`config.mk`:
```
export PLATFORM = sky130hd
export DESIGN_NAME = opb_register_simulink2ppc_snap
export DESIGN_NICKNAME = d
export VERILOG_FILES = /design/src/rtl/opb_register_simulink2ppc_snap.sv
export SDC_FILE = /design/constraint.sdc
export NUM_CORES = 1
export LEC_CHECK = 0
export ABC_CLOCK_PERIOD_IN_PS = 3500
export CAP_MARGIN = 30
export CORE_MARGIN = 8
export CORE_UTILIZATION = 48
export CTS_BUF_LIST = sky130_fd_sc_hd__clkbuf_8
export CTS_CLUSTER_SIZE = 16
export DETAILED_ROUTE_END_ITERATION = 6
export MAX_ROUTING_LAYER = met4
export PLACE_DENSITY = 0.86
export SYNTH_ARGS = -nofsm -noshare
export SYNTH_HDL_FRONTEND = slang
export SYNTH_SLANG_ARGS = --single-unit
```
`constraint.sdc`:
```
create_clock -name OPB_Clk -period 3.5 [get_ports OPB_Clk]
set_input_delay 0.7 -clock OPB_Clk [delete_from_list [all_inputs] [get_ports OPB_Clk]]
set_output_delay 0.7 -clock OPB_Clk [all_outputs]
set_load 0.01 [all_outputs]
```
`src/rtl/opb_register_simulink2ppc_snap.sv`:
```
// OPB slave exposing a fabric-captured 32-bit snapshot, new/overflow flags and a
// capture counter through a 4-word read window with single-beat acknowledged transfers.
module opb_register_simulink2ppc_snap #(
    parameter logic [31:0]  C_BASEADDR   = 32'h01003400,
    parameter logic [31:0]  C_HIGHADDR   = 32'h010034FF,
    parameter int unsigned  C_OPB_AWIDTH = 32,
    parameter int unsigned  C_OPB_DWIDTH = 32,
    parameter               C_FAMILY     = "virtex5"
) (
    input  logic                      OPB_Clk,
    input  logic                      OPB_Rst,
    input  logic [0:C_OPB_AWIDTH-1]   OPB_ABus,
    input  logic [0:3]                OPB_BE,
    input  logic [0:C_OPB_DWIDTH-1]   OPB_DBus,
    input  logic                      OPB_RNW,
    input  logic                      OPB_select,
    input  logic                      OPB_seqAddr,
    output logic [0:C_OPB_DWIDTH-1]   Sl_DBus,
    output logic                      Sl_errAck,
    output logic                      Sl_retry,
    output logic                      Sl_toutSup,
    output logic                      Sl_xferAck,
    input  logic [31:0]               user_data_in,
    input  logic                      user_valid
);

    localparam int unsigned DW    = C_OPB_DWIDTH;
    localparam int unsigned AW    = C_OPB_AWIDTH;
    localparam int unsigned CNT_W = 16;

    localparam logic [1:0] WORD_DATA   = 2'd0;
    localparam logic [1:0] WORD_STATUS = 2'd1;
    localparam logic [1:0] WORD_CTRL   = 2'd2;

    localparam bit unused_family = (C_FAMILY == "");

    logic [31:0]      snap_q, snap_d;
    logic [CNT_W-1:0] cnt_q, cnt_d;
    logic             new_q, new_d;
    logic             ovf_q, ovf_d;
    logic             ack_q, ack_d;
    logic [DW-1:0]    dbus_q, dbus_d;

    logic             hit_c;
    logic             xfer_c;
    logic [1:0]       word_c;
    logic             data_rd_c;
    logic             ctrl_wr_c;
    logic             clr_ovf_c;
    logic             clr_cnt_c;
    logic [31:0]      rd_val_c;
    logic             unused_c;

    assign unused_c = ^{OPB_seqAddr, OPB_BE[0:2], OPB_DBus[0:DW-3],
                        OPB_ABus[0:AW-5], OPB_ABus[AW-2:AW-1]};

    // Address decode and transfer qualification; a held select acks every other cycle
    always_comb begin
        hit_c     = OPB_select &&
                    (OPB_ABus >= AW'(C_BASEADDR)) && (OPB_ABus <= AW'(C_HIGHADDR));
        xfer_c    = hit_c && !ack_q;
        word_c    = OPB_ABus[AW-4:AW-3];
        data_rd_c = xfer_c && OPB_RNW && (word_c == WORD_DATA);
        ctrl_wr_c = xfer_c && !OPB_RNW && (word_c == WORD_CTRL) && OPB_BE[3];
        clr_ovf_c = ctrl_wr_c && OPB_DBus[DW-1];
        clr_cnt_c = ctrl_wr_c && OPB_DBus[DW-2];
    end

    // Read mux; the OPB bus is big-endian so register bit 31 lands on Sl_DBus[0]
    always_comb begin
        rd_val_c = 32'd0;
        case (word_c)
            WORD_DATA:   rd_val_c = snap_q;
            WORD_STATUS: rd_val_c = {cnt_q, 14'd0, ovf_q, new_q};
            default:     rd_val_c = 32'd0;
        endcase
        ack_d  = xfer_c;
        dbus_d = (xfer_c && OPB_RNW) ? DW'(rd_val_c) : '0;
    end

    // Capture path; a capture overrides read consumption and ctrl clears in the same cycle
    always_comb begin
        snap_d = snap_q;
        cnt_d  = clr_cnt_c ? '0 : cnt_q;
        ovf_d  = clr_ovf_c ? 1'b0 : ovf_q;
        new_d  = new_q;
        if (user_valid) begin
            snap_d = user_data_in;
            cnt_d  = cnt_d + CNT_W'(1);
            new_d  = 1'b1;
            if (new_q && !data_rd_c) begin
                ovf_d = 1'b1;
            end
        end else if (data_rd_c) begin
            new_d = 1'b0;
        end
    end

    always_ff @(posedge OPB_Clk or negedge OPB_Rst) begin
        if (!OPB_Rst) begin
            snap_q <= '0;
            cnt_q  <= '0;
            new_q  <= 1'b0;
            ovf_q  <= 1'b0;
            ack_q  <= 1'b0;
            dbus_q <= '0;
        end else begin
            snap_q <= snap_d;
            cnt_q  <= cnt_d;
            new_q  <= new_d;
            ovf_q  <= ovf_d;
            ack_q  <= ack_d;
            dbus_q <= dbus_d;
        end
    end

    assign Sl_xferAck = ack_q;
    assign Sl_DBus    = dbus_q;
    assign Sl_errAck  = 1'b0;
    assign Sl_retry   = 1'b0;
    assign Sl_toutSup = 1'b0;

endmodule

```
==> reports/qor.yml, run 1 <==
routing:
  first_pass_iters: 5
  initial_drc_count: 95
  drc_errors: 0
  routed-via-count: 2503
  wl_per_cell_um: 16.4
  route.final.wire_length_mm: 8.11
  vias_per_cell: 5.07
  route.antenna.remaining_nets: 0
pwr:
  cell_internal_power_mw: 1.64
  switching_power_mw: 0.531
  power_switching_share_pct: 24.4
  sequentialPowerShare_pct: 50.8
  power.leakage_nw: 2.19
  pwr-share-comb_pct: 14.2
  clock_share_of_power_pct: 35.0
  power-per-cell-area_mw_per_mm2: 441
  max-vdd-ir-drop_v: 0.000255
clock_network:
  cts-htree-levels: 3
  clkLatencyLatePin_ps: 350
  clockBufferDepth: 2
  post_cts.repair.setup_buffers: 0
  clock_sink_count: 83
  cts_root_buf: "clkbuf_8"
  clock_tree_from_tritoncts: "built"
  hold_buf_count_cts: 0
  postCtsResizedCells: 0
  clk_transition_reported_paths_ps: 80
  cts_buffers: 9
worst_setup_path:
  critical-path-max-stage-delay_ps: 540
  critical_path.most_common_cell: "nand3_1"
  critical_path.endpoint_type: "register"
  critical_path.max_fanout: 4
  cp_data_required_time_ps: 3750
  critPathSlowestCell: "nor3_1"
  worst-endpoint-arrival_ps: 3200
  criticalPathCategory: "input port to register"
  worstSetupStartpointType: "input port"
  timing.critical_path.cells: "clkdlybuf4s50_1, and3b_1, and4_1, nor4b_4, nor2b_1, ha_1, nand3_1, nor3_1, nand3_1, xor2_1, nor2_1"
placed_design:
  finalWeightedCongestion: 0.775
  place_inst: 478
  placement.io_buffers: 104
  place_hpwl_mm: 6.02
floorplanning:
  row_count: 31
  io_pins: 142
  initial_utilization_pct: 49.1
  die_width_um: 102
  die-area_mm2: 0.0104
  fp.dieH_um: 102
  core_area_mm2: 0.00721
synthesis:
  synth_warnings: 0
  postSynth.topFlopCell: "dfrtp_1"
  synth-edff-count: 0
  yosys.cell_types.count: 44
  ys_ff_latch: 83
  synthesized_instance_count: 279
  postSynthAreaPerCell_um2: 12.7
  synthArstFlopShare_pct: 100
  synth_seq_area_share_pct: 58.6
  mappedNetlistArea_mm2: 0.00354
grt:
  combined_global_route_utilization_of_all_metal_layers_pct: 16.9
  grt_start_max_net_pins: 75
  grt_overflow: 0
  grt_first_pass_wirelength_mm: 13.2
  first_global_vias: 2757
  antenna_found_initial: 0
cells_and_area:
  finish.net_count: 497
  final-instance-count-excl-fill: 494
  synthToLayoutAreaGrowth_pct: 39.2
  fillers: 555
  commonest_cells_after_routing_fill_and_taps_aside: "clkdlybuf4s50_1 (102), dfrtp_1 (83), mux2_2 (33)"
  post_route_cells_drive_above_1_share_pct: 19.2
  diodes_inserted: 0
  final_common_cell: "clkdlybuf4s50_1"
flow_run:
  cap_viol_max_count: 0
timing:
  final.setup_skew_ps: 7.76
  final_hold_viol_count: 0
  setup_violators_final: 0
  period_needed_ps: 2950
  max_freq_mhz: 339
  timing_max_transition_violations_final: 0
  worst_slew_pin_slew_ps: 607
  grt_setup_unrepaired: "no"
  setup_tns_ps: 0
  max_slew_margin_pct: 59.2
  final_min_period_over_clock_period_pct: 84.3
outcome:
  outcome: "finished, final reports clean"
hold_path:
  min-delay-path-class: "input port to async pin"
==> per-layer routing <==
layer	GRT usage (%)	vias up	part of all wire, %
met3	4.70	15	6.1
met1	19.2	1227	43
met4	7.00	0	2.1
met2	27.5	80	49
li1	-	1181	-
met5	-	-	0
==> critical path, delay by kind of cell <==
kind	cells	cell delay (ps)
and+or+nand+nor	8	1680
xor gates and xnor gates	1	170
adders and majority gates	1	210
buffers and inverters	1	430
==> flip-flops by register name (all words and copies together) (netlist names) <==
register and flops:
Sl_DBus 32, Sl_xferAck 1, cnt_q 16, new_q 1, ovf_q 1, snap_q 32
==> stage by stage <==
step	util (%)	setup WS [ps]	hold slack [ps]	power, mW	area, um^2
3_5_place_dp	65.2	185	466	1.43	4710
6_report	68.4	549	169	2.17	4930
5_1_grt	68.4	346	155	2.28	4930
2_1_floorplan	-	969	404	1.28	3550
3_3_place_gp	64.8	268	456	1.41	4680
4_1_cts	68.4	556	156	2.20	4930
==> power by group through the flow <==
| stage | clock network (mW) | registers [mW] | logic, mW |
|---|---|---|---|
| finish | 0.762 | 1.10 | 0.308 |
| detailed placement | 0 | 1.12 | 0.310 |
| global placement | 0 | 1.12 | 0.293 |
| CTS | 0.783 | 1.10 | 0.312 |
| global route | 0.820 | 1.12 | 0.340 |
| floorplan | 0 | 1.10 | 0.181 |
==> cell type report <==
class                   count  area, um^2  area share [%]
flip-flops and latches     83        2080            42.1
multi-input cells         179        1380            28.0
repair buffers            110        1100            22.3
clock buffers              10         138            2.79
well taps                  99         124            2.51
clock inverters             6        88.8            1.80
inverters                   7        26.3           0.533
==> synthesized netlist by cell type, drive strengths merged, types with 2 or more instances <==
cell    count  share of area (%)
dfrtp      83                 59
mux2       33                 10
nor2       29                3.1
mux2i      19                5.4
and2       16                3.2
nand2       8               0.85
xnor2       8                2.0
buf         7                1.3
inv         7               0.74
nand3       6               0.85
xor2        6                1.5
clkbuf      5               0.53
nand4       5               0.88
nor4        5                1.3
o21ai       5               0.71
nand3b      4               0.95
nor3        4               0.57
and3        3               0.57
o22ai       3               0.53
and4        2               0.49
nor2b       2               0.35
nor4b       2               0.92
nor4bb      2               0.57
o21a        2               0.42
or2         2               0.35
==> kinds of logic (layout without fill, tap and decap cells) <==
family | count (synthesis) | in the layout | synth area share (%)
other | 1 | 3 | 0.106
flip-flops | 83 | 83 | 58.6
multiplexers | 52 | 52 | 15.9
AND/OR/NAND/NOR | 96 | 96 | 16.7
XOR/XNOR | 14 | 14 | 3.46
buffers and inverters | 19 | 133 | 2.61
AO/OA/AOI/OAI | 13 | 13 | 2.30
adder cells (fa/ha/maj) | 1 | 1 | 0.353
==> path summary, 6_finish.rpt <==
path	end	slack [ps]	startpoint	cells past startpoint
max in group asynchronous	Sl_DBus[19]$_DFF_PN0_	2740	OPB_Rst	2
worst max register to register	cnt_q[12]$_DFF_PN0_	970	Sl_xferAck$_DFF_PN0_	10
worst min register to register	Sl_DBus[18]$_DFF_PN0_	480	snap_q[13]$_DFFE_PN0P_	1
worst max-delay path	cnt_q[12]$_DFF_PN0_	550	OPB_ABus[7]	11
min in group OPB_Clk	Sl_DBus[18]$_DFF_PN0_	480	snap_q[13]$_DFFE_PN0P_	1
worst min-delay path	snap_q[28]$_DFFE_PN0P_	170	OPB_Rst	1
Power figures use the tool's default switching activity.
==> run 2, diff against run 1 <==
Settings changed: ABC_CLOCK_PERIOD_IN_PS 3500 to 2700, CORE_UTILIZATION 48 to 40, PLACE_DENSITY 0.86 to 0.76.
Clock period 3.5 ns to 2.7 ns, I/O delays scaled along.
==> run 2 against run 1 <==
Against the previous run:
- clock power is 7.6% higher
- combinational power grew 47%
- non-clock buffer count is 21 higher
- wire length up 3.5%
- first-iteration DRC count shrank 22%
- worst setup slack got worse by 450 ps
- die area is 17% higher
- final cell count is 6.1% higher
- power increased by 24%
- hold slack got worse by 11 ps
- sequential cell count unchanged
==> reports/qor.yml, run 2 (synthesis results as in run 1) <==
outcome:
  outcome: "finished, final reports clean"
cells_and_area:
  final-instance-count-excl-fill: 524  # +6.1%
  synthToLayoutAreaGrowth_pct: 44.2
  final_common_cell: "clkdlybuf4s50_1"
  fillers: 727  # +31%
  commonest_cells_after_routing_fill_and_taps_aside: "clkdlybuf4s50_1 (101), dfrtp_1 (83), mux2_2 (33)"
  fin_util_pct: 59.1  # -9.2 points
  diodes_inserted: 0  # unchanged
  post_route_cells_drive_above_1_share_pct: 25.2  # +6.0 points
  finish.net_count: 518  # +4.2%
routing:
  vias_per_cell: 4.93  # -2.7%
  first_pass_iters: 4  # -1
  drc_errors: 0  # unchanged
  wl_per_cell_um: 16.0  # -2.5%
  route.antenna.remaining_nets: 0  # unchanged
  routed-via-count: 2583  # +3.2%
  route.final.wire_length_mm: 8.39  # +3.5%
  initial_drc_count: 74  # -22%
timing:
  timing_max_transition_violations_final: 0  # unchanged
  fin_hold_ws_ps: 157  # -11.5 ps
  final_min_period_over_clock_period_pct: 96.4
  max_slew_margin_pct: 66.0  # +6.8 points
  final_hold_viol_count: 0  # unchanged
  setup_violators_final: 0  # unchanged
  worst_slew_pin_slew_ps: 509  # -98.1 ps
  grt_setup_unrepaired: "no"
  final.setup_skew_ps: 15.6  # +7.85 ps
  period_needed_ps: 2600
  max_freq_mhz: 384
worst_setup_path:
  cp-startpoint: "OPB_ABus[20]"
  reg2reg_from: "Sl_xferAck$_DFF_PN0_"
  critical_path.endpoint_type: "register"
  critical_path.max_fanout: 4  # unchanged
  worstSetupStartpointType: "input port"
  worst_setup_path_endpoint: "cnt_q[8]$_DFF_PN0_"
  reg2regPathDepth: 9  # -1
  cp_data_required_time_ps: 2940  # -810 ps
  r2r_setup_slack_ps: 510  # -460 ps
  worst-endpoint-arrival_ps: 2840  # -360 ps
  r2r_end: "cnt_q[6]$_DFF_PN0_"
  criticalPathCategory: "input port to register"
clock_network:
  clkLatencyLatePin_ps: 350  # about the same
  clk_transition_reported_paths_ps: 90  # about the same
  clock_sink_count: 83  # unchanged
  hold_buf_count_cts: 0  # unchanged
  cts-htree-levels: 3  # unchanged
  clock_tree_from_tritoncts: "built"
  cts_root_buf: "clkbuf_8"
  cts_buffers: 9  # unchanged
  clockBufferDepth: 2  # unchanged
flow_run:
  cap_viol_max_count: 0  # unchanged
pwr:
  switching_power_mw: 0.718  # +35%
  sequentialPowerShare_pct: 53.0  # +2.2 points
  power.leakage_nw: 2.29  # +4.7%
  power-per-cell-area_mw_per_mm2: 530  # +20%
  max-vdd-ir-drop_v: 0.000297  # +16%
  clock_share_of_power_pct: 30.3  # -4.7 points
  pwr-share-comb_pct: 16.7  # +2.5 points
  power_switching_share_pct: 26.5  # +2.1 points
  cell_internal_power_mw: 1.99  # +21%
grt:
  first_global_vias: 2872  # +4.2%
  grt_start_max_net_pins: 46  # -39%
  grt_first_pass_wirelength_mm: 13.8  # +4.6%
  antenna_found_initial: 0  # unchanged
  combined_global_route_utilization_of_all_metal_layers_pct: 15.1  # -1.7 points
  grt_overflow: 0  # unchanged
floorplanning:
  die-area_mm2: 0.0121  # +17%
  row_count: 34  # +9.7%
  initial_utilization_pct: 41.0  # -8.1 points
  core_area_mm2: 0.00864  # +20%
  fp.dieH_um: 110  # +8.0%
  die_width_um: 110  # +8.0%
  io_pins: 142  # unchanged
hold_path:
  min-delay-path-class: "input port to async pin"
placed_design:
  placement.io_buffers: 104  # unchanged
  place_hpwl_mm: 6.35  # +5.5%
  finalWeightedCongestion: 0.769  # -0.74%
  place_inst: 506  # +5.9%
==> run 2: changes by cell type in the layout (fill, tap and decap cells not counted), sizes merged <==
| cell | previous run | this run |
|---|---|---|
| dlymetal6s2s | 0 | 1 |
| clkinvlp | 1 | 2 |
| clkdlybuf4s50 | 102 | 101 |
| bufinv | 2 | 0 |
| buf | 8 | 29 |
| clkinv | 1 | 2 |
==> run 2: worst min path at each step <==
stage                                  to  slack [ps]              startpoint  cells past startpoint
global placement    Sl_DBus[16]$_DFF_PN0_         460  snap_q[15]$_DFFE_PN0P_                      1
finish               Sl_DBus[9]$_DFF_PN0_         160                 OPB_Rst                      1
detailed placement  Sl_DBus[18]$_DFF_PN0_         470  snap_q[13]$_DFFE_PN0P_                      1
floorplan            Sl_DBus[0]$_DFF_PN0_         240                 OPB_Rst                      0
global route         Sl_xferAck$_DFF_PN0_         190                 OPB_Rst                      1
CTS                  Sl_xferAck$_DFF_PN0_         160                 OPB_Rst                      1
==> run 2: area by class of cell <==
cell class	instances	area [um^2]	share of cell area (%)
Clock buffer	10	138	2.70
Clock inverter	6	46.3	0.907
Inverter	7	26.3	0.515
Multi-Input combinational cell	179	1420	27.8
Sequential cell	83	2080	40.7
Tap cell	108	135	2.65
Timing Repair Buffer	131	1260	24.7
==> run 2: critical path, stage by stage <==
cell and delay [ps]:
clkdlybuf4s50_1 420, or4b_4 570, nor4b_4 410, nor2b_2 100, ha_2 210, nand3_2 80, nor3_1 50, buf_4 140
buf_4 130, xnor2_1 140, nor2_1 60
==> run 2: power groups by stage <==
| stage | sequential [mW] | combinational (mW) | clock, mW |
|---|---|---|---|
| final | 1.43 | 0.452 | 0.820 |
| after global routing | 1.45 | 0.504 | 0.898 |
| after CTS | 1.43 | 0.435 | 0.850 |
| after detailed placement | 1.46 | 0.431 | 0 |
| after global placement | 1.45 | 0.411 | 0 |
| after floorplan | 1.42 | 0.235 | 0 |
==> run 2: through the flow <==
| stage | setup slack (ps) | cell area, um^2 | setup TNS [ps] | power (mW) |
|---|---|---|---|---|
| detailed placement | -330 | 4860 | -1660 | 1.89 |
| floorplan | 329 | 3550 | 0 | 1.66 |
| global placement | -244 | 4860 | -1100 | 1.86 |
| global route | 0.526 | 5110 | 0 | 2.85 |
| finish | 96.6 | 5110 | 0 | 2.71 |
| CTS | 28.6 | 5050 | 0 | 2.72 |
==> run 2: per-layer routing <==
metal	vias to the layer above	GRT usage (%)	wire [um]
met5	-	-	0
met4	0	5.23	114
met2	77	24.4	4210
met3	13	6.34	803
met1	1262	16.6	3270
li1	1231	-	-
==> run 2: what timing repair did <==
item / 4_1_cts / 5_1_grt
buffers inserted: 0 / 2
endpoints found under the setup margin: 0 / 5
resized for setup: 0 / 9
==> RTL edit, RTL diff (flow settings as in run 2) <==
Set the parameter `C_OPB_DWIDTH` to 16 (it was 32).
--- a/src/rtl/opb_register_simulink2ppc_snap.sv
+++ b/src/rtl/opb_register_simulink2ppc_snap.sv
@@ -6,3 +6,3 @@
     parameter int unsigned  C_OPB_AWIDTH = 32,
-    parameter int unsigned  C_OPB_DWIDTH = 32,
+    parameter int unsigned  C_OPB_DWIDTH = 16,
     parameter               C_FAMILY     = "virtex5"
Interface: changed (resized OPB_DBus and Sl_DBus); port bits go from 142 to 110. No check against the original RTL was run, so the function may have changed too.
==> RTL edit against run 2 <==
Clock skew down 13 ps; synthesized area down 61%; sequential cell count down 48; critical path depth down 5; design area down 58%; via count down 62%; sequential share of layout area about the same; synthesized cell count down 65%; worst setup slack better by 470 ps; routed wire length down 62%; power down 61%; first-iteration DRC count down 46%; largest power group unchanged.
==> RTL edit: results (changes against run 2) <==
[finish]
fillers=272  ; -63%
drive_above_1_share=0.240  ; -0.0129
fin_cells=213  ; -59%
nNetsFinal=257  ; -50%

[synthesis]
ys_seq_area_frac=0.633  ; +0.0465
yosysUniqueCellTypes=25  ; -43%
synthTopCellsByArea=dfrtp_1, mux2_2, and2_2
yosys-top-cells-count=dfrtp_1, mux2_2, and2_2

[critical_path]
path_max_fanout=16  ; +12
ff2ff_path_depth=4  ; -5
worst_r2r_endpoint=Sl_DBus[15]

[cts]
htreeDepth=2  ; -1
clkLatencyLatePin_ps=280  ; -70 ps
path_clk_slew_ps=60  ; -30 ps

[global_routing]
grt.total_usage=0.123  ; -0.0282
grt_pass1_wl_um=4890  ; -64%
grt_max_degree=36  ; -22%

[outcome]
status=finished, final reports clean

[timing]
tightest_slew_ps=742  ; +233 ps
finClkSkew_ps=2.81  ; -12.8 ps
hold_slack_ps=322  ; +165 ps

[place]
hpwl_um=2470  ; -61%
place.gp.congestion=0.773  ; +0.45%
placed_cell_area_sq_mm=0.00207  ; -57%

[detailed_routing]
routedWlPerCell_um=14.9  ; -7.0%

## RTL edit: logic make-up (layout without fill, tap and decap cells)
kind of cell,count (synthesis),after routing,share of synthesized area
other cells,1,3,0.00271
simple gates,31,31,0.166
compound gates,3,3,0.0154
mux,18,18,0.145
buf+inv,9,77,0.0380
flops,35,35,0.633
## RTL edit: worst max-delay path by stage
stage / startpoint / end / slack [ps] / cells after the start
finish: OPB_ABus[20] / Sl_DBus[5] / 570 / 6
global route: OPB_ABus[6] / Sl_DBus[15] / 500 / 5
CTS: OPB_ABus[6] / Sl_DBus[15] / 530 / 5
detailed placement: OPB_ABus[6] / Sl_DBus[15] / 240 / 5
global placement: OPB_ABus[20] / Sl_DBus[11] / 280 / 6
floorplan: OPB_ABus[20] / ovf_q / 740 / 5
## RTL edit: cell type report
| class | count | area (sq um) | area share |
|---|---|---|---|
| flip-flops and latches | 35 | 876 | 0.406 |
| repair buffers | 67 | 661 | 0.306 |
| inverters | 3 | 11.3 | 0.00522 |
| clock buffers | 6 | 82.6 | 0.0383 |
| clock inverters | 1 | 5.00 | 0.00232 |
| multi-input cells | 55 | 463 | 0.215 |
| well taps | 46 | 57.6 | 0.0267 |
## RTL edit: critical path, cell delays in order
cell and delay [ps]:
clkdlybuf4s50_1 400, or4b_4 550, or3_4 390, nor3_4 110, buf_4 210, and2_2 160
## RTL edit: where the power goes
| part | total (mW) | switching [mW] | leakage [nW] | internal [mW] |
|---|---|---|---|---|
| Clock | 0.364 | 0.164 | 0.0470 | 0.200 |
| Sequential | 0.558 | 0.00983 | 0.442 | 0.548 |
| Combinational | 0.121 | 0.0349 | 0.458 | 0.0863 |
## RTL edit: per-layer routing
metal / track usage / share of wire
met1: 0.128 / 0.37
met2: 0.180 / 0.45
met3: 0.0839 / 0.16
met4: 0.0457 / 0.011
met5: - / 0
